--- src/rtl/sdram_pkg.sv ---
// Shared types and constants for the SDRAM port arbiter: FSM encoding, address field layout, defaults.
// Pure declarations, no logic.
package sdram_pkg;

    localparam int ADR_W           = 24;
    localparam int DATA_W          = 16;
    localparam int TIMEOUT_DEFAULT = 1023;

    // Address layout {bank, row, col}
    localparam int BANK_HI = 23;
    localparam int BANK_LO = 22;
    localparam int ROW_HI  = 21;
    localparam int ROW_LO  = 9;
    localparam int COL_HI  = 8;
    localparam int COL_LO  = 0;

    typedef enum logic [1:0] {
        IDLE  = 2'd0,
        ISSUE = 2'd1,
        WAIT  = 2'd2,
        DONE  = 2'd3
    } arb_state_t;

    // Request captured at grant time and replayed to the controller
    typedef struct packed {
        logic              we;
        logic [ADR_W-1:0]  adr;
        logic [DATA_W-1:0] wdata;
    } hold_t;

    function automatic logic [1:0] adr_bank(input logic [ADR_W-1:0] adr);
        return adr[BANK_HI:BANK_LO];
    endfunction

endpackage

--- src/rtl/sdram_port_arbiter_if.sv ---
// Bundle of the two client ports plus the controller trigger/busy side of the arbiter.
// master = arbiter view, slave = clients and controller view.
interface sdram_port_arbiter_if;
    import sdram_pkg::*;

    logic              P0_REQ, P1_REQ;
    logic              P0_WE, P1_WE;
    logic [ADR_W-1:0]  P0_ADR, P1_ADR;
    logic [DATA_W-1:0] P0_WDATA, P1_WDATA;
    logic              P0_ACK, P1_ACK;
    logic [DATA_W-1:0] P0_RDATA, P1_RDATA;
    logic              P0_ERR, P1_ERR;

    logic              RD_TRIG, WT_TRIG;
    logic [ADR_W-1:0]  RD_ADR, WT_ADR;
    logic [DATA_W-1:0] WT_DATA;
    logic              RD_BUSY, WT_BUSY;
    logic [DATA_W-1:0] RD_DATA;

    modport master (
        input  P0_REQ, P1_REQ, P0_WE, P1_WE, P0_ADR, P1_ADR, P0_WDATA, P1_WDATA,
        input  RD_BUSY, WT_BUSY, RD_DATA,
        output P0_ACK, P1_ACK, P0_RDATA, P1_RDATA, P0_ERR, P1_ERR,
        output RD_TRIG, WT_TRIG, RD_ADR, WT_ADR, WT_DATA
    );

    modport slave (
        output P0_REQ, P1_REQ, P0_WE, P1_WE, P0_ADR, P1_ADR, P0_WDATA, P1_WDATA,
        output RD_BUSY, WT_BUSY, RD_DATA,
        input  P0_ACK, P1_ACK, P0_RDATA, P1_RDATA, P0_ERR, P1_ERR,
        input  RD_TRIG, WT_TRIG, RD_ADR, WT_ADR, WT_DATA
    );

endinterface

--- src/rtl/rr_grant2.sv ---
// Two-way round-robin grant, combinational (zero latency); the port not granted last wins a tie.
// No backpressure: a grant is produced whenever any request is present.
module rr_grant2 (
    input  logic [1:0] req,
    input  logic       last,
    output logic [1:0] grant
);

    always_comb begin
        grant = 2'b00;
        if (req[0] && (!req[1] || last)) begin
            grant = 2'b01;
        end else if (req[1]) begin
            grant = 2'b10;
        end
    end

endmodule

--- src/rtl/sdram_port_arbiter.sv ---
// Two-port round-robin front end for an SDRAM controller; >=4 cycles per transaction plus controller busy time.
// Clients hold REQ until ACK/ERR; the trigger is held until the controller raises BUSY or TIMEOUT expires.
module sdram_port_arbiter
    import sdram_pkg::*;
#(
    parameter int TIMEOUT = TIMEOUT_DEFAULT
) (
    input  logic CLK,
    input  logic RST,
    sdram_port_arbiter_if.master bus
);

    arb_state_t        state_q, state_d;
    logic [1:0]        req, grant, err_q;
    logic              gnt_q, last_q;
    logic              busy_sel, timeout_hit, can_grant;
    hold_t             hold_q;
    logic [15:0]       cnt_q;
    logic [DATA_W-1:0] rdata0_q, rdata1_q;

    assign req         = {bus.P1_REQ, bus.P0_REQ};
    assign busy_sel    = hold_q.we ? bus.WT_BUSY : bus.RD_BUSY;
    assign timeout_hit = (cnt_q + 16'd1) == 16'(TIMEOUT);
    // The cycle carrying ERR must not re-grant, same as the DONE cycle carrying ACK
    assign can_grant   = (grant != 2'b00) && (err_q == 2'b00);

    rr_grant2 u_rr_grant2 (
        .req   (req),
        .last  (last_q),
        .grant (grant)
    );

    always_ff @(posedge CLK or posedge RST) begin
        if (RST) begin
            state_q <= IDLE;
        end else begin
            state_q <= state_d;
        end
    end

    always_comb begin
        state_d = state_q;
        case (state_q)
            IDLE:    if (can_grant) state_d = ISSUE;
            ISSUE: begin
                if (busy_sel) begin
                    state_d = WAIT;
                end else if (timeout_hit) begin
                    state_d = IDLE;
                end
            end
            WAIT:    if (!busy_sel) state_d = DONE;
            DONE:    state_d = IDLE;
            default: state_d = IDLE;
        endcase
    end

    always_comb begin
        bus.RD_TRIG = 1'b0;
        bus.WT_TRIG = 1'b0;
        bus.RD_ADR  = '0;
        bus.WT_ADR  = '0;
        bus.WT_DATA = '0;
        bus.P0_ACK  = 1'b0;
        bus.P1_ACK  = 1'b0;
        if (state_q == ISSUE) begin
            if (hold_q.we) begin
                bus.WT_TRIG = 1'b1;
                bus.WT_ADR  = hold_q.adr;
                bus.WT_DATA = hold_q.wdata;
            end else begin
                bus.RD_TRIG = 1'b1;
                bus.RD_ADR  = hold_q.adr;
            end
        end
        if (state_q == DONE) begin
            bus.P0_ACK = !gnt_q;
            bus.P1_ACK = gnt_q;
        end
    end

    always_ff @(posedge CLK or posedge RST) begin
        if (RST) begin
            gnt_q    <= 1'b0;
            last_q   <= 1'b1;
            hold_q   <= '0;
            cnt_q    <= '0;
            err_q    <= 2'b00;
            rdata0_q <= '0;
            rdata1_q <= '0;
        end else begin
            err_q <= 2'b00;
            if (state_q == IDLE && can_grant) begin
                gnt_q  <= grant[1];
                last_q <= grant[1];
                hold_q <= grant[1] ? {bus.P1_WE, bus.P1_ADR, bus.P1_WDATA}
                                   : {bus.P0_WE, bus.P0_ADR, bus.P0_WDATA};
                cnt_q  <= '0;
            end
            if (state_q == ISSUE) begin
                cnt_q <= cnt_q + 16'd1;
                if (!busy_sel && timeout_hit) begin
                    err_q <= gnt_q ? 2'b10 : 2'b01;
                end
            end
            // Read data is captured on the same edge that raises ACK
            if (state_q == WAIT && !busy_sel && !hold_q.we) begin
                if (gnt_q) begin
                    rdata1_q <= bus.RD_DATA;
                end else begin
                    rdata0_q <= bus.RD_DATA;
                end
            end
        end
    end

    assign bus.P0_ERR   = err_q[0];
    assign bus.P1_ERR   = err_q[1];
    assign bus.P0_RDATA = rdata0_q;
    assign bus.P1_RDATA = rdata1_q;

endmodule
--- src/flat_wrapper.sv ---
// flat-port wrapper written by rule: the top's interface ports become plain ports
module sdram_port_arbiter_flat import sdram_pkg::*;
#(
    parameter int TIMEOUT = TIMEOUT_DEFAULT
)
  (CLK, RST, bus_P0_REQ, bus_P1_REQ, bus_P0_WE, bus_P1_WE, bus_P0_ADR, bus_P1_ADR, bus_P0_WDATA, bus_P1_WDATA, bus_RD_BUSY, bus_WT_BUSY, bus_RD_DATA, bus_P0_ACK, bus_P1_ACK, bus_P0_RDATA, bus_P1_RDATA, bus_P0_ERR, bus_P1_ERR, bus_RD_TRIG, bus_WT_TRIG, bus_RD_ADR, bus_WT_ADR, bus_WT_DATA);
  sdram_port_arbiter_if bus_i ();
  input  logic CLK;
  input  logic RST;
  input wire logic [$bits(bus_i.P0_REQ)-1:0] bus_P0_REQ;
  input wire logic [$bits(bus_i.P1_REQ)-1:0] bus_P1_REQ;
  input wire logic [$bits(bus_i.P0_WE)-1:0] bus_P0_WE;
  input wire logic [$bits(bus_i.P1_WE)-1:0] bus_P1_WE;
  input wire logic [$bits(bus_i.P0_ADR)-1:0] bus_P0_ADR;
  input wire logic [$bits(bus_i.P1_ADR)-1:0] bus_P1_ADR;
  input wire logic [$bits(bus_i.P0_WDATA)-1:0] bus_P0_WDATA;
  input wire logic [$bits(bus_i.P1_WDATA)-1:0] bus_P1_WDATA;
  input wire logic [$bits(bus_i.RD_BUSY)-1:0] bus_RD_BUSY;
  input wire logic [$bits(bus_i.WT_BUSY)-1:0] bus_WT_BUSY;
  input wire logic [$bits(bus_i.RD_DATA)-1:0] bus_RD_DATA;
  output wire logic [$bits(bus_i.P0_ACK)-1:0] bus_P0_ACK;
  output wire logic [$bits(bus_i.P1_ACK)-1:0] bus_P1_ACK;
  output wire logic [$bits(bus_i.P0_RDATA)-1:0] bus_P0_RDATA;
  output wire logic [$bits(bus_i.P1_RDATA)-1:0] bus_P1_RDATA;
  output wire logic [$bits(bus_i.P0_ERR)-1:0] bus_P0_ERR;
  output wire logic [$bits(bus_i.P1_ERR)-1:0] bus_P1_ERR;
  output wire logic [$bits(bus_i.RD_TRIG)-1:0] bus_RD_TRIG;
  output wire logic [$bits(bus_i.WT_TRIG)-1:0] bus_WT_TRIG;
  output wire logic [$bits(bus_i.RD_ADR)-1:0] bus_RD_ADR;
  output wire logic [$bits(bus_i.WT_ADR)-1:0] bus_WT_ADR;
  output wire logic [$bits(bus_i.WT_DATA)-1:0] bus_WT_DATA;
  assign bus_i.P0_REQ = bus_P0_REQ;
  assign bus_i.P1_REQ = bus_P1_REQ;
  assign bus_i.P0_WE = bus_P0_WE;
  assign bus_i.P1_WE = bus_P1_WE;
  assign bus_i.P0_ADR = bus_P0_ADR;
  assign bus_i.P1_ADR = bus_P1_ADR;
  assign bus_i.P0_WDATA = bus_P0_WDATA;
  assign bus_i.P1_WDATA = bus_P1_WDATA;
  assign bus_i.RD_BUSY = bus_RD_BUSY;
  assign bus_i.WT_BUSY = bus_WT_BUSY;
  assign bus_i.RD_DATA = bus_RD_DATA;
  assign bus_P0_ACK = bus_i.P0_ACK;
  assign bus_P1_ACK = bus_i.P1_ACK;
  assign bus_P0_RDATA = bus_i.P0_RDATA;
  assign bus_P1_RDATA = bus_i.P1_RDATA;
  assign bus_P0_ERR = bus_i.P0_ERR;
  assign bus_P1_ERR = bus_i.P1_ERR;
  assign bus_RD_TRIG = bus_i.RD_TRIG;
  assign bus_WT_TRIG = bus_i.WT_TRIG;
  assign bus_RD_ADR = bus_i.RD_ADR;
  assign bus_WT_ADR = bus_i.WT_ADR;
  assign bus_WT_DATA = bus_i.WT_DATA;
  sdram_port_arbiter #(.TIMEOUT(TIMEOUT)) u_core (.CLK(CLK), .RST(RST), .bus(bus_i));
endmodule
--- config.mk ---
export PLATFORM = sky130hd
export DESIGN_NAME = sdram_port_arbiter_flat
export DESIGN_NICKNAME = d
export VERILOG_FILES = /design/src/rtl/sdram_pkg.sv /design/src/rtl/sdram_port_arbiter_if.sv /design/src/rtl/rr_grant2.sv /design/src/rtl/sdram_port_arbiter.sv /design/src/flat_wrapper.sv
export SDC_FILE = /design/constraint.sdc
export NUM_CORES = 1
export LEC_CHECK = 0
export CAP_MARGIN = 20
export CORE_AREA = 3 3 151 80
export DETAILED_ROUTE_END_ITERATION = 8
export DIE_AREA = 0 0 154 83
export PLACE_DENSITY = 0.91
export SYNTH_ARGS = -nofsm -noshare
export SYNTH_HDL_FRONTEND = slang
export SYNTH_SLANG_ARGS = --single-unit
export TNS_END_PERCENT = 100
--- constraint.sdc ---
create_clock -name CLK -period 9.1 [get_ports CLK]
set_input_delay 1.82 -clock CLK [delete_from_list [all_inputs] [get_ports CLK]]
set_output_delay 1.82 -clock CLK [all_outputs]
set_load 0.005 [all_outputs]
======== After elaboration in Yosys (flattened, before gate mapping) ========
Cells that the tools add are included.
storage, ports and cells
  register bits after elaboration ......... 95
  bits in latches ......................... 0
  bits in writable memories ............... 0
  ROM bits ................................ 0
  output and inout bits ................... 102
  logic and storage cells ................. 63
  memories ................................ 0
operators by class
  $add $sub $neg .......................... 1
  multiply operators ...................... 0
  div/mod/pow operators ................... 0
  order comparisons ....................... 0
  eq/ne operators ......................... 7
  shift-type cells ........................ 0
  multiplexer cells ....................... 26
  bitwise operators ....................... 1
  reductions and logical operators ........ 18
operators by type and width
  operator                                                                 number
  24-bit 2-to-1 mux                                                        4
  16-bit 2-to-1 mux                                                        4
  41-bit 2-to-1 mux                                                        1
  2-bit 2-to-1 mux                                                         9
  16-bit by 1-bit adder with 16-bit output, second input constant          1
  16-bit by 10-bit equality test with 1-bit output, second input constant  1
  2-bit case mux with 4 select lines                                       1
  1-bit 2-to-1 mux                                                         7
  1-bit logical AND                                                        6
  2-bit equality test, second input constant                               2
  1-bit zero test                                                          4
  2-bit zero test                                                          2
  2-bit AND reduction                                                      2
  2-bit nonzero test                                                       2
  3-bit by 1-bit != test with 1-bit output, second input constant          1
  3-bit AND reduction                                                      1
  2-bit by 1-bit equality test with 1-bit output, second input constant    1
  2-bit by 1-bit != test with 1-bit output, second input constant          1
  2-bit != test, second input constant                                     1
  1-bit logical OR                                                         1
  1-bit NOT                                                                1

======== Logic depth before layout (Yosys ltp) ========
Gate-level depths: netlist of run 1.
  depth after elaboration ................. 9
  gate-level depth with buffers ........... 8
  mapped depth without buffers ............ 7

======== By module ========
From an unflattened synthesis of run 1, not the netlist that was laid out.
unflattened totals
  cell total of the unflattened synthesis .. 497
  area, all modules ....................... 4933.5 µm²
by module, submodules not included
  module              times used  cells an instance  area each (µm²)
  sdram_port_arbiter  1           494                4914.7
  rr_grant2           1           3                  18.8

======== Worst setup path before layout of run 1 ========
OpenSTA, ideal clock, no wires.
  path kind ............................... register to output
  start ................................... register (tool-made name)
  end ..................................... output bus_RD_ADR[14]
  arrival ................................. 1.234 ns
  data required time ...................... 7.280 ns
  slack ................................... 6.046 ns
  stages on the path, launching flop included .. 5
  path buffers ............................ 1
  cells stage by stage .................... dfrtp_1 > nand2b_1 > nor2_1 > clkbuf_1 > and2_1
RTL lines
  element        RTL line            source
  end, declared  flat_wrapper.sv:29  output wire logic [$bits(bus_i.RD_ADR)-1:0] bus_RD_ADR;

==> results.json, run 1 <==
{
  "synth_top_family_by_area": "simple AND/OR/NAND/NOR gates",
  "crit_path_end_kind": "output port",
  "worstPathRequired_ps": 7280,
  "drt_iter0_drc": 253,
  "synthSimpleGateAreaFrac": 0.2022,
  "critPathKind": "reg -> out",
  "hold_violations": 0,
  "vias": 4209,
  "drv_cap": 0,
  "period_minus_slack_ps": 4673,
  "p_leak_nw": 3.242,
  "cp_slowest_stage_delay_ps": 620,
  "io_pins": 206,
  "synthMuxAreaShare": 0.1683,
  "cts_made_buffers": 9,
  "grt_start_max_net_pins": 89,
  "areaGrowthSynthToFinish_pct": 51.25,
  "p_per_area_nw_per_um2": 267.1,
  "antenna_cells": 0,
  "cts_setup_buffers": 0,
  "grt_util_all_layers": 0.2211,
  "hold_path_depth": 2,
  "hp-class": "reg -> reg",
  "seq_area_frac_synth": 0.4916,
  "post-dp-hpwl_um": 10320,
  "fin_crit_sh": 0.5135,
  "synth.most_common_cell": "dfrtp_1",
  "htreeDepth": 3,
  "netlist_instances": 476,
  "cpMaxStageDelayCell": "nor2_1",
  "worst_pin_slew_ps": 818.9,
  "arrival_ps": 2850,
  "post-route-util": 0.6749,
  "cp.buffers_inverters": 2,
  "cts_sinks": 95,
  "slew_headroom": 0.4541,
  "cts_tree": "built",
  "worst-path-stages": 5,
  "ys_top_cells_by_count": "dfrtp_1, o21ai_0, nand2_1, and3_1, mux2i_1",
  "io_buffers": 205,
  "finalSetupViolCount": 0,
  "startpoint_type": "flop",
  "fp.dieW_um": 154,
  "cts.repair.resized": 0,
  "fin_nets": 770,
  "synth_top_area_cell": "dfrtp_1",
  "clockBufferDepth": 2,
  "clkTransAtPathRegs_ps": 70,
  "drive_above_1_share": 0.1061,
  "grt_pass1_vias": 4315,
  "peakVddDrop_v": 0.0001527,
  "clk_latency_ps": 350,
  "grt.overflow.total": 0,
  "rows": 27,
  "clock-skew-final_ps": 7.548,
  "avgSynthCellArea_um2": 10.16,
  "synth_edf_count": 0,
  "yosysWarnings": 0,
  "synth_compound_area_frac": 0.09103,
  "timing.fmax_mhz": 214.0,
  "worstPathMaxFanout": 23,
  "syn_nets": 582,
  "synthXorXnorAreaFrac": 0.01086,
  "ys_types": 42,
  "rsz0062_at_grt": "false",
  "die_h_um": 83,
  "clockRootBuffer": "clkbuf_16",
  "critical_path.cell_chain": "nand2b_1 -> nor2_1 -> buf_6 -> and2_1 -> clkdlybuf4s50_1",
  "setup_tns_ps": 0,
  "synth_fa_ha_area_frac": 0.005172,
  "core-area_um2": 10840,
  "status": "complete, no violations",
  "netlist_top_cells_area": "dfrtp_1, mux2i_1, mux2_2, o21ai_0, and3_1",
  "drc_errors": 0,
  "ctsHoldBuffers": 0,
  "ys.flop_type": "dfrtp_1",
  "gp_congestion": 0.8902,
  "viasPerCell": 5.171,
  "routedWlPerCell_um": 17.24,
  "critical_path.top_delay_family": "simple AND/OR/NAND/NOR gates",
  "reg2reg_depth": 7,
  "netlist_area_um2": 4838,
  "wl_um": 14030,
  "die_area_um2": 12780,
  "async_flop_share": 1.000,
  "slew_violations": 0,
  "synth_top_area_share": 0.4862,
  "grt_first_pass_wirelength_um": 22910,
  "start_util": 0.4462,
  "antenna_found_initial": 0,
  "ys_seq_elements": 95,
  "ant_nets": 0,
  "first_pass_iters": 4
}
report_power, final:
part	internal (mW)	leakage (nW)	switching (mW)	total [mW]
combinational	0.465	1.90	0.374	0.839
sequential	0.598	1.20	0.122	0.721
clock	0.219	0.150	0.176	0.395
total	1.28	3.24	0.672	1.95
layout make-up:
class                           count  area (µm²)
Tap cell                          145       181.4
Multi-Input combinational cell    344        2326
Clock buffer                        9       225.2
Timing Repair Buffer              212        2112
Sequential cell                    95        2379
Clock inverter                      7       86.33
Inverter                            2       8.758
Fill cell                         827        3526
through the flow:
stage	cells	hold slack, ps	instance area, µm²	worst slack (ps)	power, mW
floorplan	476	442.3	4838	4805	1.115
global placement	796	453.8	6984	4594	1.516
detailed placement	796	466.0	6984	4467	1.559
CTS	812	481.8	7296	4075	1.960
global route	814	497.0	7318	4235	2.091
finish	814	477.8	7318	4427	1.955
flip-flops by register name, summed over array words and instances (netlist names), named ones only:
name	count
u_core.gnt_q	1
u_core.bus.P0_RDATA	16
u_core.state_q	1
u_core.last_q	1
u_core.err_q	2
u_core.cnt_q	16
u_core.bus.P1_RDATA	16
u_core.hold_q	41
routing by layer:
metal  global-route usage  wire length (µm)  up-vias
li1                     -                 -     2040
met1               0.2730              5684     2036
met4              0.06490               320        0
met3              0.04581               632       28
met2               0.3920              7394      105
met5                    0                 0        -
final timing paths:
check | from | end | slack (ps)
min in group asynchronous | RST | u_core.bus.P0_RDATA[1] | 1850
setup reg to reg | u_core.cnt_q[0] | u_core.state_q[0] | 6710
max in group asynchronous | RST | u_core.hold_q[17] | 6060
setup / recovery | flop | bus_RD_ADR[20] | 4430
hold reg to reg | u_core.hold_q[4] | u_core.hold_q[4] | 480
hold / removal | u_core.hold_q[4] | u_core.hold_q[4] | 480
cell usage in the layout, fill, tap and decap left out, drive strengths merged, types with 2 or more instances in the layout:
master / synthesis / routed
nand3: 7 / 7
mux2: 35 / 35
xor2: 3 / 3
xnor2: 3 / 3
and3: 46 / 46
nor4b: 2 / 2
dfrtp: 94 / 94
nand4: 7 / 7
buf: 7 / 7
clkbuf: 28 / 9
nor3: 4 / 4
and2: 28 / 28
clkinv: 0 / 2
nor2: 15 / 15
a21oi: 2 / 2
inv: 2 / 5
o31ai: 2 / 2
a31oi: 4 / 4
nand2: 59 / 59
and4: 3 / 3
o21ai: 67 / 67
clkdlybuf4s50: 0 / 205
mux2i: 42 / 42
nand2b: 4 / 4
ha: 2 / 2
logic make-up (layout without fill, tap and decap cells):
| family | count (synthesis) | after routing |
|---|---|---|
| adders and majority gates | 2 | 2 |
| and+or+nand+nor | 178 | 178 |
| AOI/OAI and AO/OA | 81 | 81 |
| DFF | 95 | 95 |
| muxes | 77 | 77 |
| xor gates and xnor gates | 6 | 6 |
| buffers and inverters | 37 | 230 |
worst reg2reg max path, delay by kind of cell (launching register included):
family | cells | cell delay, ps
compound gates | 2 | 450
mux | 1 | 370
flops | 1 | 480
fa+ha+maj | 1 | 290
simple gates | 3 | 690
(Power assumes the default switching activity.)
==> run 2: changes to the inputs <==
--- a/config.mk
+++ b/config.mk
@@ -6,10 +6,10 @@
 export NUM_CORES = 1
 export LEC_CHECK = 0
 export CAP_MARGIN = 20
-export CORE_AREA = 3 3 151 80
+export CORE_AREA = 3 3 155 82
 export DETAILED_ROUTE_END_ITERATION = 8
-export DIE_AREA = 0 0 154 83
-export PLACE_DENSITY = 0.91
+export DIE_AREA = 0 0 158 85
+export PLACE_DENSITY = 0.87
 export SYNTH_ARGS = -nofsm -noshare
 export SYNTH_HDL_FRONTEND = slang
 export SYNTH_SLANG_ARGS = --single-unit
==> constraint.sdc (replaced) <==
create_clock -name CLK -period 4.3 [get_ports CLK]
set_input_delay 0.86 -clock CLK [delete_from_list [all_inputs] [get_ports CLK]]
set_output_delay 0.86 -clock CLK [all_outputs]
set_load 0.005 [all_outputs]
==> run 2 against run 1 <==
Against the previous run: die area rose by 5.1%; non-clock buffer count increased by 1; clock-buffer cell count unchanged; global-route usage fell by 1.0 points; clock skew increased by 3.0 ps; final area shrank 0.17%; setup slack worse by 3500 ps; first-iteration DRC count grew 28%; worst hold slack about the same; critical endpoint is now bus_WT_ADR[8]; highest routed layer unchanged.
==> results.json, run 2 (synthesis gave the netlist of run 1 again) <==
{
  "status": "complete, no violations",
  "post-route-util": 0.6338,
  "core-area_um2": 11530,
  "viasPerCell": 5.290,
  "clock-skew-final_ps": 10.56,
  "layout_common_cells": "clkdlybuf4s50_1, dfrtp_1, o21ai_0",
  "grt_first_pass_wirelength_um": 22460,
  "worstPathMaxFanout": 45,
  "crit_path_end_kind": "output port",
  "fin_nets": 771,
  "areaGrowthSynthToFinish_pct": 51.00,
  "power_mw": 4.113,
  "hold_violations": 0,
  "clkPwrFrac": 0.188,
  "grt_util_all_layers": 0.2109,
  "p_per_area_nw_per_um2": 563.0,
  "wl_um": 14400,
  "antenna_cells": 0,
  "ctsHoldBuffers": 0,
  "rsz0062_at_grt": "false",
  "fp.dieW_um": 158,
  "slew_violations": 0,
  "n_fill_cell": 908,
  "drt_iter0_drc": 323,
  "sequentialPowerShare": 0.377,
  "slew_headroom": 0.2826,
  "clk_latency_ps": 350,
  "timing.fmax_mhz": 300.6,
  "vias": 4338,
  "regMostFlops": "u_core.hold_q",
  "cts_sinks": 95,
  "io_buffers": 205,
  "netSwitchingFraction": 0.3537,
  "critPathKind": "reg -> out",
  "p_comb_frac": 0.435,
  "fin_crit_sh": 0.7736,
  "clkTransAtPathRegs_ps": 70,
  "drc_errors": 0,
  "cts_tree": "built",
  "p_leak_nw": 3.235,
  "cts.repair.resized": 0,
  "die_h_um": 85,
  "hp-class": "reg -> reg",
  "first_pass_iters": 4,
  "die_area_um2": 13430,
  "cts_setup_buffers": 0,
  "worstPathRequired_ps": 3440,
  "seqCellArea_um2": 2379,
  "place_area_um2": 7014,
  "whs_ps": 477.7,
  "peakVddDrop_v": 0.0003682,
  "clockBufferDepth": 2,
  "layout_commonest_cell": "clkdlybuf4s50_1",
  "start_util": 0.4198,
  "post-dp-hpwl_um": 10890,
  "htreeDepth": 3,
  "multi_input_area_um2": 2326,
  "rows": 28,
  "grt_pass1_vias": 4375,
  "largest_reg_flops": 41,
  "drive_above_1_share": 0.1075,
  "io_pins": 206,
  "fin_area_um2": 7306,
  "routedWlPerCell_um": 17.56,
  "antenna_found_initial": 0,
  "cts_made_buffers": 9,
  "startpoint_type": "flop",
  "grt.overflow.total": 0,
  "worst_pin_slew_ps": 1068,
  "gp_congestion": 0.8358,
  "switchingPower_mw": 1.455,
  "ant_nets": 0,
  "clockRootBuffer": "clkbuf_16",
  "p_int_mw": 2.658,
  "grt_start_max_net_pins": 66,
  "arrival_ps": 2470,
  "drv_cap": 0,
  "setup_tns_ps": 0,
  "period_minus_slack_ps": 3327,
  "finalSetupViolCount": 0
}
## run 2: area by class of cell
class,count,share of cell area
Clock buffer,9,0.03083
Clock inverter,7,0.009077
Inverter,2,0.001370
Multi-Input combinational cell,344,0.3184
Sequential cell,95,0.3256
Tap cell,150,0.02569
Timing Repair Buffer,213,0.2891
## run 2: worst paths after layout
| path | from | cells past startpoint | slack [ps] | endpoint |
|---|---|---|---|---|
| min reg2reg | u_core.hold_q[2] | 2 | 480 | u_core.hold_q[2] |
| min in group asynchronous | RST | 2 | 980 | u_core.hold_q[1] |
| max in group asynchronous | RST | 3 | 2520 | u_core.bus.P1_RDATA[8] |
| max | u_core.state_q[0] | 4 | 970 | bus_WT_ADR[8] |
| min | u_core.hold_q[2] | 2 | 480 | u_core.hold_q[2] |
| max reg2reg | u_core.hold_q[40] | 3 | 1770 | u_core.bus.P0_RDATA[6] |
## run 2: worst max-delay path: stages (launching register included)
cell and delay (ps):
dfrtp_1 470, nor2b_2 430, buf_4 450, and3_1 240
clkdlybuf4s50_1 510
## run 2: power groups by stage
stage	Combinational (mW)	Clock, mW	Sequential, mW
global route	1.97	0.830	1.60
CTS	1.80	0.793	1.54
global placement	1.72	0	1.53
finish	1.79	0.773	1.55
detailed placement	1.80	0	1.56
floorplan	0.903	0	1.46
## run 2: per-stage QoR
step	setup WS [ps]	std cells
3_5_place_dp	1317	804
2_1_floorplan	964.6	476
3_3_place_gp	1396	804
4_1_cts	1000	820
5_1_grt	826.0	820
6_report	973.3	820
## run 2: layer usage
layer,part of all wire,global-route usage,up-vias
li1,-,-,2050
met1,0.43,0.2695,2078
met2,0.45,0.3357,193
met3,0.10,0.08456,17
met4,0.013,0.05777,0
met5,0,0,-
